<file path="config.mk">
export PLATFORM = sky130hd
export DESIGN_NAME = stream_tap_buffer
export DESIGN_NICKNAME = d
export VERILOG_FILES = /design/src/rtl/stream_tap_buffer.sv
export SDC_FILE = /design/constraint.sdc
export NUM_CORES = 1
export LEC_CHECK = 0
export BUFFER_PORTS_ARGS = -buffer_cell sky130_fd_sc_hd__buf_2
export CORE_UTILIZATION = 49
export CTS_CLUSTER_SIZE = 24
export DETAILED_ROUTE_END_ITERATION = 7
export PLACE_DENSITY = 0.8
export SETUP_SLACK_MARGIN = 0.15
export SLEW_MARGIN = 20
export SYNTH_ARGS = -nofsm -noshare
export SYNTH_HDL_FRONTEND = slang
export SYNTH_SLANG_ARGS = --single-unit
export TNS_END_PERCENT = 30
</file>
<file path="constraint.sdc">
create_clock -name clk -period 5.2 [get_ports clk]
set_input_delay 1.56 -clock clk [delete_from_list [all_inputs] [get_ports clk]]
set_output_delay 1.56 -clock clk [all_outputs]
set_load 0.02 [all_outputs]
</file>
<file path="src/rtl/stream_tap_buffer.sv">
// rtl/stream_tap_buffer.sv - beat-counted multi-tap stream delay line; option STREAM_TAP_BUFFER_PRIME_EN
module stream_tap_buffer #(
    parameter int STREAMW   = 32,
    parameter int NTAPS     = 3,
    parameter int TAPSTRIDE = 1,
    localparam int SIZE     = (NTAPS - 1) * TAPSTRIDE + 1,
    localparam int FILLW    = $clog2(SIZE + 1)
) (
    input  logic                       clk,
    input  logic                       rst,
    input  logic [STREAMW-1:0]         in1_s0,
    input  logic                       ivalid_in1_s0,
    output logic                       iready,
    input  logic                       oready,
    output logic                       ovalid,
    output logic [NTAPS*STREAMW-1:0]   out_taps,
    output logic [FILLW-1:0]           fill_level
);

    localparam logic [FILLW-1:0] FILL_MAX = FILLW'(SIZE);

    logic [STREAMW-1:0] entry [SIZE];
    logic               accept;
    logic               out_fire;
    logic               window_ready;

    assign iready   = rst & (~ovalid | oready);
    assign accept   = ivalid_in1_s0 & iready;
    assign out_fire = ovalid & oready;

`ifdef STREAM_TAP_BUFFER_PRIME_EN
    // The accepting beat itself completes the window, hence SIZE-1 already held.
    assign window_ready = (fill_level >= FILLW'(SIZE - 1));
`else
    assign window_ready = 1'b1;
`endif

    always_ff @(posedge clk) begin
        if (!rst) begin
            for (int i = 0; i < SIZE; i++) begin
                entry[i] <= '0;
            end
        end else if (accept) begin
            entry[0] <= in1_s0;
            for (int i = 1; i < SIZE; i++) begin
                entry[i] <= entry[i-1];
            end
        end
    end

    always_ff @(posedge clk) begin
        if (!rst) begin
            fill_level <= '0;
        end else if (accept && (fill_level != FILL_MAX)) begin
            fill_level <= fill_level + FILLW'(1);
        end
    end

    always_ff @(posedge clk) begin
        if (!rst) begin
            ovalid <= 1'b0;
        end else if (accept && window_ready) begin
            ovalid <= 1'b1;
        end else if (out_fire) begin
            ovalid <= 1'b0;
        end
    end

    // Taps read the shift register directly; it only moves on accept.
    for (genvar k = 0; k < NTAPS; k++) begin : g_tap
        assign out_taps[k*STREAMW +: STREAMW] = entry[k*TAPSTRIDE];
    end

endmodule

</file>
==> impl_metrics.tcl <==
set metrics [dict create \
    status "completed" \
    grt_start_max_net_pins 100 \
    avgSynthCellArea_um2 16.5 \
    yosys_warnings 0 \
    synth-adder-area-share 0.00329 \
    nFillCells 555 \
    multi_input_area_um2 699 \
    vias 2336 \
    clkSinkCount 99 \
    drc 0 \
    die_x_um 90.1 \
    gp_congestion 0.715 \
    min_period_ns 3.71 \
    die_height_um 90.1 \
    initial_core_util 0.516 \
    port_buffers 135 \
    hold_path_depth 2 \
    grt_pass1_vias 2162 \
    synth_nets 268 \
    insertion_delay_ns 0.35 \
    critPathRequiredTime_ns 3.64 \
    final_core_utilization 0.644 \
    ys_ff_latch 99 \
    ctsHoldBuffers 0 \
    cts_tree "built" \
    cts_max_path_buffers 2 \
    core_area_um2 7370 \
    layout-drive-gt1-share 0.431 \
    synth_top_family_by_area "simple AND/OR/NAND/NOR gates" \
    cap_violations 0 \
    grt_util_met3 0.0474 \
    yosys.area_share.xor_xnor 0 \
    met2_usage 0.270 \
    fin_nets 394 \
    post-route-period-util 0.713 \
    grt.total_usage 0.172 \
    hold_violations 0 \
    synth.distinct_cells 18 \
    hp-class "reg2reg" \
    r2r-end "entry[0][86]$_SDFFCE_PN0P_" \
    cts_max_level 3 \
    worstMarginPinSlew_ns 0.747 \
    n_antenna_cell 0 \
    rsz0062_at_grt "no" \
    grt_use_met1 0.220 \
    muxShareOfSynthArea 0.00527 \
    netlist_area_um2 3800 \
    synthSimpleGateAreaFrac 0.171 \
    syn_to_final_growth_pct 24.8 \
    final-setup-viol-count 0 \
    setup_tns_ns 0 \
    seq_area_um2 2940 \
    yosysSeqAreaShare 0.774 \
    fmax_mhz 270 \
    grt_busiest_layer "met2" \
    grt_overflow 0 \
    core.rowCount 31 \
    crit_start "oready" \
    power_density_nw_per_um2 378 \
    worstSetupPathType "in2out" \
    p_leak_nw 2.39 \
    drt_iter0_drc 106 \
    dieArea_um2 8110 \
    post_cts_buffers 0 \
    relSlewSlack 0.502 \
    cp-endpoint "iready" \
    arrival_ns 2.15 \
    end_kind "output port" \
    cts_root_buffer "clkbuf_8" \
    startpoint_type "input pin" \
    drtPass1Iterations 4 \
    finalClockSkew_ns 0.0104 \
    clk_pin_slew_worst_paths_ns 0.09 \
    timing.reg2reg.setup_slack_ns 2.82 \
    wire_per_inst_um 14.9 \
    grt_pass1_wl_mm 10.7 \
    post_cts.resized_instances 0 \
    critPathMaxFanout 2 \
    io_pins 136 \
    synth_cells 231 \
    numCtsBuffers 9 \
    maxSlewViolCount 0 \
    ant_nets 0 \
    ir_worst_vdd_v 0.000166 \
    antenna_found_initial 0 \
    synth-compound-area-share 0.00197 \
    ff2ff_path_depth 5 \
    drt-vias-per-instance 5.07 \
    rr_startpoint "ovalid$_SDFFE_PN0P_" \
    drt-total-wl_mm 6.88 \
]
worst max-delay path, stage by stage:
cell and delay [ns]:
buf_2 0.10, nand2b_2 0.17, and2_1 0.16, buf_2 0.16
cells by family (layout without fill, tap and decap cells):
logic type / count (synthesis) / in the layout
simple gates: 104 / 104
flops: 99 / 99
buf+inv: 24 / 155
mux: 2 / 2
fa+ha+maj: 1 / 1
compound gates: 1 / 1
cell type report:
| class | instances | share of cell area |
|---|---|---|
| clock buffer | 11 | 0.0298 |
| clock inverter | 5 | 0.0264 |
| inverter | 2 | 0.00158 |
| multi-input combinational | 108 | 0.147 |
| sequential | 99 | 0.620 |
| tap | 99 | 0.0261 |
| timing repair buffer | 137 | 0.148 |
state kept, by name, summed over array words and instances, names as in the netlist:
| name | flops |
|---|---|
| entry | 96 |
| ovalid | 1 |
| fill_level | 2 |
metal layers:
metal	vias to the layer above	share of wire
li1	1123	-
met1	1092	0.42
met2	107	0.49
met3	14	0.076
met4	0	0.022
met5	-	0
Yosys cell counts (all sizes together):
master | n | area [um2]
buf | 7 | 96.3
mux2i | 2 | 20.0
ha | 1 | 12.5
nand2 | 4 | 15.0
a21boi | 1 | 7.51
dfxtp | 3 | 60.1
edfxtp | 96 | 2880
and2 | 2 | 15.0
nand2b | 1 | 6.26
and3b | 1 | 12.5
inv | 2 | 7.51
and3 | 96 | 601
clkbuf | 15 | 65.1
power breakdown:
group | switching, mW | internal, mW | leakage (nW)
Clock | 0.249 | 0.381 | 0.134
Sequential | 0.0222 | 0.937 | 1.04
Combinational | 0.137 | 0.0653 | 1.22
metrics by stage:
step / cells / hold slack [ns] / setup WS [ns] / power [mW] / area (um2)
final: 461 / 0.521 / 1.49 / 1.79 / 4740
after global routing: 461 / 0.535 / 1.48 / 1.85 / 4740
after CTS: 461 / 0.519 / 1.50 / 1.80 / 4740
after detailed placement: 445 / 0.497 / 1.40 / 1.18 / 4480
after global placement: 445 / 0.485 / 1.48 / 1.18 / 4480
after floorplan: 231 / 0.545 / 0.662 / 1.11 / 3800
cells in the final DEF (no fill, tap or decap), drive strengths merged:
cell type  count
buf          137
and3          96
clkbuf        11
and2           2
nand2          4
clkinv         1
edfxtp        96
mux2i          2
nand2b         1
bufinv         4
inv            2
and3b          1
a21boi         1
dfxtp          3
ha             1
worst min-delay path by stage:
stage / slack (ns) / to / startpoint
after floorplan: 0.55 / fill_level[1]$_SDFFE_PN0P_ / fill_level[1]$_SDFFE_PN0P_
after global placement: 0.48 / fill_level[0]$_SDFFE_PN0P_ / fill_level[0]$_SDFFE_PN0P_
after detailed placement: 0.50 / fill_level[0]$_SDFFE_PN0P_ / fill_level[0]$_SDFFE_PN0P_
after CTS: 0.52 / fill_level[0]$_SDFFE_PN0P_ / fill_level[0]$_SDFFE_PN0P_
after global routing: 0.53 / fill_level[0]$_SDFFE_PN0P_ / fill_level[0]$_SDFFE_PN0P_
final: 0.52 / fill_level[1]$_SDFFE_PN0P_ / fill_level[1]$_SDFFE_PN0P_
No activity file was read; power rests on OpenSTA's default activity.
